$ cat src/rtl/mem_arbiter_pkg.sv
// Shared types and constants for the I/D cache memory arbiter.
package mem_arbiter_pkg;

  typedef enum logic [1:0] {
    IDLE  = 2'd0,
    GNT_I = 2'd1,
    GNT_D = 2'd2
  } state_e;

  localparam int DEFAULT_BURST_LEN = 4;
  localparam int BYTE_OFFSET       = 2;

endpackage

$ cat src/rtl/mem_arbiter_burst_counter.sv
// Beat counter for one cache-line burst: counts on enable, flags the last
// beat, and clears synchronously.
module burst_counter #(
  parameter int LEN = 4,
  parameter int W   = $clog2(LEN)
) (
  input  logic         clk,
  input  logic         rst_n,
  input  logic         clr_i,
  input  logic         en_i,
  output logic [W-1:0] cnt_o,
  output logic         tc_o
);

  logic [W-1:0] cnt_q;

  // NOTE: sequential state uses non-blocking assignments so every flop samples
  // pre-edge values; reset is synchronous, sampled only at the clock edge.
  always_ff @(posedge clk) begin
    if (!rst_n) begin
      cnt_q <= '0;
    end else if (clr_i) begin
      cnt_q <= '0;
    end else if (en_i) begin
      cnt_q <= cnt_q + 1'b1;
    end
  end

  assign cnt_o = cnt_q;
  assign tc_o  = (cnt_q == W'(LEN - 1));

endmodule

$ cat src/rtl/mem_arbiter.sv
// Arbitrates I-cache and D-cache line bursts onto one memory port.
// Optional macro ROUND_ROBIN_EN replaces fixed D-over-I priority with alternation.
module mem_arbiter
  import mem_arbiter_pkg::*;
#(
  parameter int ADDR_WIDTH = 32,
  parameter int DATA_WIDTH = 32,
  parameter int BURST_LEN  = DEFAULT_BURST_LEN
) (
  input  logic                          clk,
  input  logic                          rst_n,
  input  logic                          ic_req,
  input  logic [ADDR_WIDTH-1:0]         ic_addr,
  output logic                          ic_rvalid,
  output logic                          ic_done,
  input  logic                          dc_req,
  input  logic                          dc_we,
  input  logic [ADDR_WIDTH-1:0]         dc_addr,
  input  logic [DATA_WIDTH-1:0]         dc_wdata,
  output logic                          dc_rvalid,
  output logic                          dc_done,
  output logic [DATA_WIDTH-1:0]         rdata,
  output logic [$clog2(BURST_LEN)-1:0]  beat_idx,
  output logic                          mem_req,
  output logic                          mem_we,
  output logic [ADDR_WIDTH-1:0]         mem_addr,
  output logic [DATA_WIDTH-1:0]         mem_wdata,
  input  logic [DATA_WIDTH-1:0]         mem_rdata,
  input  logic                          mem_ready,
  output logic                          stall_f,
  output logic                          stall_m
);

  localparam int CNT_W     = $clog2(BURST_LEN);
  localparam int LINE_BITS = CNT_W + BYTE_OFFSET;
  localparam logic [ADDR_WIDTH-1:0] LINE_MASK =
    ADDR_WIDTH'((64'd1 << LINE_BITS) - 64'd1);

  state_e                  state_q, state_d;
  logic [ADDR_WIDTH-1:0]   base_q, base_d;
  logic                    grant_i, grant_d;
  logic                    beat_fire, last_beat, tc;
  logic                    pick_d;

  assign grant_i = (state_q == GNT_I);
  assign grant_d = (state_q == GNT_D);

  // A burst being reset produces no beat and no done pulse.
  assign beat_fire = (state_q != IDLE) && mem_ready && rst_n;
  assign last_beat = beat_fire && tc;

`ifdef ROUND_ROBIN_EN
  logic prefer_i_q, prefer_i_d;

  assign pick_d = dc_req && (!ic_req || !prefer_i_q);

  always_comb begin
    prefer_i_d = prefer_i_q;
    if (last_beat) begin
      prefer_i_d = grant_d;
    end
  end

  always_ff @(posedge clk) begin
    if (!rst_n) begin
      prefer_i_q <= 1'b1;
    end else begin
      prefer_i_q <= prefer_i_d;
    end
  end
`else
  assign pick_d = dc_req;
`endif

  // NOTE: every variable gets a default before the case so no path leaves it
  // unassigned, which would otherwise infer a latch.
  always_comb begin
    state_d = state_q;
    base_d  = base_q;
    unique case (state_q)
      IDLE: begin
        if (pick_d) begin
          state_d = GNT_D;
          base_d  = dc_addr & ~LINE_MASK;
        end else if (ic_req) begin
          state_d = GNT_I;
          base_d  = ic_addr & ~LINE_MASK;
        end
      end
      GNT_I, GNT_D: begin
        if (last_beat) begin
          state_d = IDLE;
        end
      end
      default: state_d = IDLE;
    endcase
  end

  always_ff @(posedge clk) begin
    if (!rst_n) begin
      state_q <= IDLE;
      base_q  <= '0;
    end else begin
      state_q <= state_d;
      base_q  <= base_d;
    end
  end

  burst_counter #(
    .LEN (BURST_LEN),
    .W   (CNT_W)
  ) u_beat_cnt (
    .clk   (clk),
    .rst_n (rst_n),
    .clr_i (state_q == IDLE),
    .en_i  (beat_fire),
    .cnt_o (beat_idx),
    .tc_o  (tc)
  );

  assign mem_req   = (state_q != IDLE);
  assign mem_we    = grant_d && dc_we;
  assign mem_addr  = base_q + (ADDR_WIDTH'(beat_idx) << BYTE_OFFSET);
  assign mem_wdata = mem_we ? dc_wdata : '0;

  assign ic_rvalid = grant_i && beat_fire;
  assign dc_rvalid = grant_d && beat_fire && !dc_we;
  assign ic_done   = grant_i && last_beat;
  assign dc_done   = grant_d && last_beat;

  assign stall_f = ic_req && !ic_done;
  assign stall_m = dc_req && !dc_done;
  assign rdata   = mem_rdata;

endmodule

$ cat config.mk
export PLATFORM = sky130hd
export DESIGN_NAME = mem_arbiter
export DESIGN_NICKNAME = d
export VERILOG_FILES = /design/src/rtl/mem_arbiter_pkg.sv /design/src/rtl/mem_arbiter_burst_counter.sv /design/src/rtl/mem_arbiter.sv
export SDC_FILE = /design/constraint.sdc
export NUM_CORES = 1
export LEC_CHECK = 0
export BUFFER_PORTS_ARGS = -buffer_cell sky130_fd_sc_hd__buf_4
export CORE_AREA = 2 2 94 96
export CTS_BUF_LIST = sky130_fd_sc_hd__clkbuf_8 sky130_fd_sc_hd__clkbuf_16
export DETAILED_ROUTE_END_ITERATION = 6
export DIE_AREA = 0 0 96 98
export PLACE_DENSITY_LB_ADDON = 0.2
export SLEW_MARGIN = 20
export SYNTH_ARGS = -nofsm -noshare
export SYNTH_HDL_FRONTEND = slang
export SYNTH_HIERARCHICAL = 1
export SYNTH_SLANG_ARGS = --single-unit
export TNS_END_PERCENT = 10
$ cat constraint.sdc
create_clock -name clk -period 3.6 [get_ports clk]
set_input_delay 0.18 -clock clk [delete_from_list [all_inputs] [get_ports clk]]
set_output_delay 0.18 -clock clk [all_outputs]
set_load 0.01 [all_outputs]
Word-level counts from Yosys, hierarchy flattened. Index checks and enable logic that the tools add are counted.

$add $sub $neg: 2. Shift-type cells: 0. Muxes and demuxes: 7. Bitwise operators: 1. $mul: 0. Equality and inequality tests: 5. Reductions and logical operators: 21. Order comparisons: 0. Divide/modulo/power cells: 0.

Operators by type and width (number): $mux 32 (3); $add 32x4->32 (1); $logic_and 1x1->1 (11); $mux 2 (3); $eq 2x2->1 const B (2); $pmux 2 s2 (1); $reduce_and 2->1 (2); $reduce_bool 2->1 (2); $reduce_or 2->1 (2); $logic_not 1->1 (3); $ne 3x3->1 const B (1); $add 2x1->2 const B (1); $eq 2x1->1 const B (1); $logic_not 2->1 (1); $ne 2x2->1 const B (1); $not 1->1 (1).

Output and inout port bits: 106. Bits of input ports: 134. Bits in read-only memories: 0. Bits in latches: 0. Bits in writable memories: 0. Register bits: 36. Memories: 0.

Longest topological paths before layout.
Word-level depth: 7. Mapped depth: 7. Depth with buffers taken out: 6.

By module. The synthesis kept the hierarchy.

By module, submodules not included: mem_arbiter (cells each 230, instances 1, area an instance 2053.2 µm²); burst_counter (cells each 8, instances 1, area an instance 85.1 µm²).

Worst setup path before layout. No wires, ideal clock.

Kind: flip-flop to output port. Start point: register state_q[0]. End point: output port dc_rvalid. Arrival time: 1.194 ns. Data required time: 3.420 ns. Slack: 2.226 ns. Path buffers: 0. Stages on the path, launching flop included: 6. Cell sequence: dfxtp_1 > inv_1 > ha_1 > nor2b_1 > and2_1 > and3b_1.

Longest elaborated chain between the ends: 5.

Ends and longest elaborated chain: from (decl) (RTL line mem_arbiter.sv:39) `state_e state_q, state_d;`; from (signal assigned) (RTL line mem_arbiter.sv:104) `state_q <= state_d;`; $reduce_bool 2->1 (RTL line mem_arbiter.sv:49) `assign beat_fire = (state_q != IDLE) && mem_ready && rst_n;`; $logic_and 1x1->1 (2 in a row) (RTL line mem_arbiter.sv:49); via beat_fire (RTL line mem_arbiter.sv:42) `logic beat_fire, last_beat, tc;`; $logic_and 1x1->1 (2 in a row) (RTL line mem_arbiter.sv:127) `assign dc_rvalid = grant_d && beat_fire && !dc_we;`; to (decl) (RTL line mem_arbiter.sv:20) `output logic dc_rvalid,`.

The timed path passes the listed nets, and every way through them passes these cells.

Worst setup path after layout.
Start point: register state_q[0]. End point: output port mem_wdata[4].

Longest elaborated chain between the ends: 3.

Ends and longest elaborated chain: $eq 2x2->1 (RTL line mem_arbiter.sv:46) `assign grant_d = (state_q == GNT_D);`; $logic_and 1x1->1 (RTL line mem_arbiter.sv:122) `assign mem_we = grant_d && dc_we;`; $mux 32 (RTL line mem_arbiter.sv:124) `assign mem_wdata = mem_we ? dc_wdata : '0;`; to (decl) (RTL line mem_arbiter.sv:27) `output logic [DATA_WIDTH-1:0] mem_wdata,`.

Every way passes these cells.

==> summary.md <==
| Metric | Value |
|---|---|
| Initial core utilization | 25.3% |
| Height of the chip | 98 um |
| Routed WL | 6.27 mm |
| Initial DRC Count | 23 |
| Number of port buffers | 165 |
| Post-CTS resize count | 0 |
| Total core area | 8470 um^2 |
| Synth area leaders | dfxtp_1, mux2i_1, o211a_1 |
| Final worst path period share | 57.5% |
| GRT Util Overall | 12.3% |
| Antenna diodes | 0 |
| CTS tree | built |
| Arrival time worst endpoint | 1.89 ns |
| Syn Area/Cell | 8.98 um^2 |
| Synth area leader | dfxtp_1 |
| Nets | 493 |
| Via density | 4.53 |
| CP Cell Sequence | inv_1 > ha_1 > and3_1 > buf_4 |
| Grt total ovfl | 0 |
| Reg clk slew, reported paths | 0.08 ns |
| Setup Skew | 0.00712 ns |
| Sum Neg Setup Slack | 0 ns |
| Critical path class | reg -> out |
| Most numerous cell in the Yosys netlist | buf_4 |
| Top cells by count, synth | buf_4, and3_1, dfxtp_1, mux2i_1 |
| Syn Inst Count | 238 |
| Layout cells sized above 1 | 48.9% |
| Critical Path End Type | output port |
| Unrepaired setup endpoints after global routing | false |
| Die area | 9410 um^2 |
| Detailed placement HPWL | 4.80 mm |
| CTS Buf Count | 5 |
| PD cells | 451 nW/um^2 |
| VDD IR-drop max | 0.204 mV |
| Crit-path slowest cell | ha_1 |
| Utilization after layout | 38.0% |
| Critical Path Max Stage Delay | 0.79 ns |
| Synth-to-Final Area Change | 50.4% |
| FF+latch count, synth | 32 |
| Largest net degree at the start of global routing | 57 |
| Clock Path Buffers | 2 |
| Synth Warn # | 6 |
| Htree depth | 2 |
| Setup Buffers After CTS | 0 |
| GPL Wtd Cong | 0.687 |
| Top FF cell, synth | dfxtp_1 |
| Status | completed |
| Leak | 1.98 nW |
| Distinct cells, synth | 24 |
| Number of global-route vias before repair | 1972 |
| DR WL/cell | 13.5 um |
| Setup violators final | 0 |
| First-pass GRT wire length | 9.17 mm |
| CP startpoint kind | flip-flop |
| Antenna violation net count after detailed routing | 0 |
| Async S/R FF share, synth | 0% |
| Max Freq | 483 MHz |
| CP max FO | 36 |
| Initial antenna violation count | 0 |
| Fin. max-slew vios | 0 |
| CTS Hold Buffers Added | 0 |
| Hold Path Class | in -> reg |
| Clk_lat worst skew | 0.28 ns |
| Final count of hold timing violations | 0 |
| First-pass DRT Iterations | 3 |
| Number of max-cap violations | 0 |
| Io pins | 240 |
| Via count | 2101 |
| Synthesized cell area | 2140 um^2 |
| Number of cell rows | 34 |
| Fillers | 872 |
| Synth top area share | 30.0% |
| Post-route DRC | 0 |
| Min Tclk post-route | 2.07 ns |
| Relative slew slack | 33.4% |
| Sink Count | 32 |
| Post-synth EDFFs | 0 |
| Worst path required time | 3.42 ns |
| Slew of the pin with the lowest slew margin | 0.999 ns |
| CTS root buffer | clkbuf_8 |
| Die Width | 96 um |
| Sequential share of the synthesized area | 30.0% |
-- final cells by class --
cell class | count | area (um^2) | share of cell area [%]
well taps | 108 | 135 | 4.20
clock buffers | 5 | 68.8 | 2.14
flip-flops and latches | 32 | 641 | 19.9
inverters | 3 | 11.3 | 0.350
clock inverters | 3 | 20.0 | 0.623
multi-input cells | 148 | 1100 | 34.2
repair buffers | 165 | 1240 | 38.5
-- layout by cell type (no fill, tap or decap) --
master      count
a21boi_0        5
and2_1          4
and3_1         34
and3b_1         1
buf_4         165
clkbuf_8        5
clkinv_4        1
clkinvlp_4      1
conb_1          2
dfxtp_1        32
ha_1            4
inv_1           4
mux2i_1        29
nand2_1        28
nand2b_1        1
nand3_1         1
nand4b_1        1
nor2_1          3
nor2b_1         3
o211a_1        28
o21a_2          1
o21ai_0         1
o221a_2         1
xnor2_1         1
-- final timing paths --
path                                               from  depth (start not counted)                 endpoint  slack (ns)
worst max-delay path            state_q[0]$_SDFFE_PN0P_                          4             mem_wdata[4]        1.53
worst min-delay path                         ic_addr[6]                          4   base_q[6]$_SDFFE_PN0P_        0.24
worst max register to register  state_q[1]$_SDFFE_PN0P_                          5  base_q[24]$_SDFFE_PN0P_        1.68
worst min register to register  base_q[25]$_SDFFE_PN0P_                          1  base_q[25]$_SDFFE_PN0P_        0.50
-- critical path, delay by kind of cell, from the launching register on --
kind / cells / cell delay (ns)
adders and majority gates: 1 / 0.79
DFF: 1 / 0.33
and+or+nand+nor: 1 / 0.29
buffers and inverters: 2 / 0.21
-- kinds of logic after synthesis --
kind of cell	Yosys count	synth area share, %
fa+ha+maj	4	2.34
simple gates	76	18.8
xor+xnor	1	0.410
flops	32	30.0
mux	29	13.6
other cells	1	0.175
buf+inv	59	18.8
compound gates	36	16.0
-- metrics by stage --
step                worst slack (ns)  instances  area [um^2]  hold slack (ns)  total power [W]
floorplan                       2.23        239         2140            0.335         0.000939
global placement                1.68        456         3130            0.360          0.00118
detailed placement              1.62        456         3130            0.360          0.00119
CTS                             1.52        464         3220            0.231          0.00148
global route                    1.37        464         3220            0.239          0.00156
finish                          1.53        464         3220            0.237          0.00145
-- flip-flops by register name (all words and copies together) (netlist names) --
| name | flops |
|---|---|
| u_beat_cnt/cnt_o | 2 |
| base_q | 28 |
| state_q | 2 |
-- report_power, final --
| group | leakage, nW | switching (W) | internal [W] |
|---|---|---|---|
| sequential | 0.266 | 0.0000492 | 0.000446 |
| combinational | 1.67 | 0.000330 | 0.000349 |
| clock | 0.0455 | 0.000141 | 0.000135 |
-- layer usage --
layer	vias to the layer above	part of all wire [%]	GRT usage [%]
met4	0	1.0	3.30
met2	128	46	21.4
met1	947	40	13.4
li1	1021	-	-
met3	5	13	5.40
met5	-	0	0
Note: power is estimated with default switching activity, not from simulation.
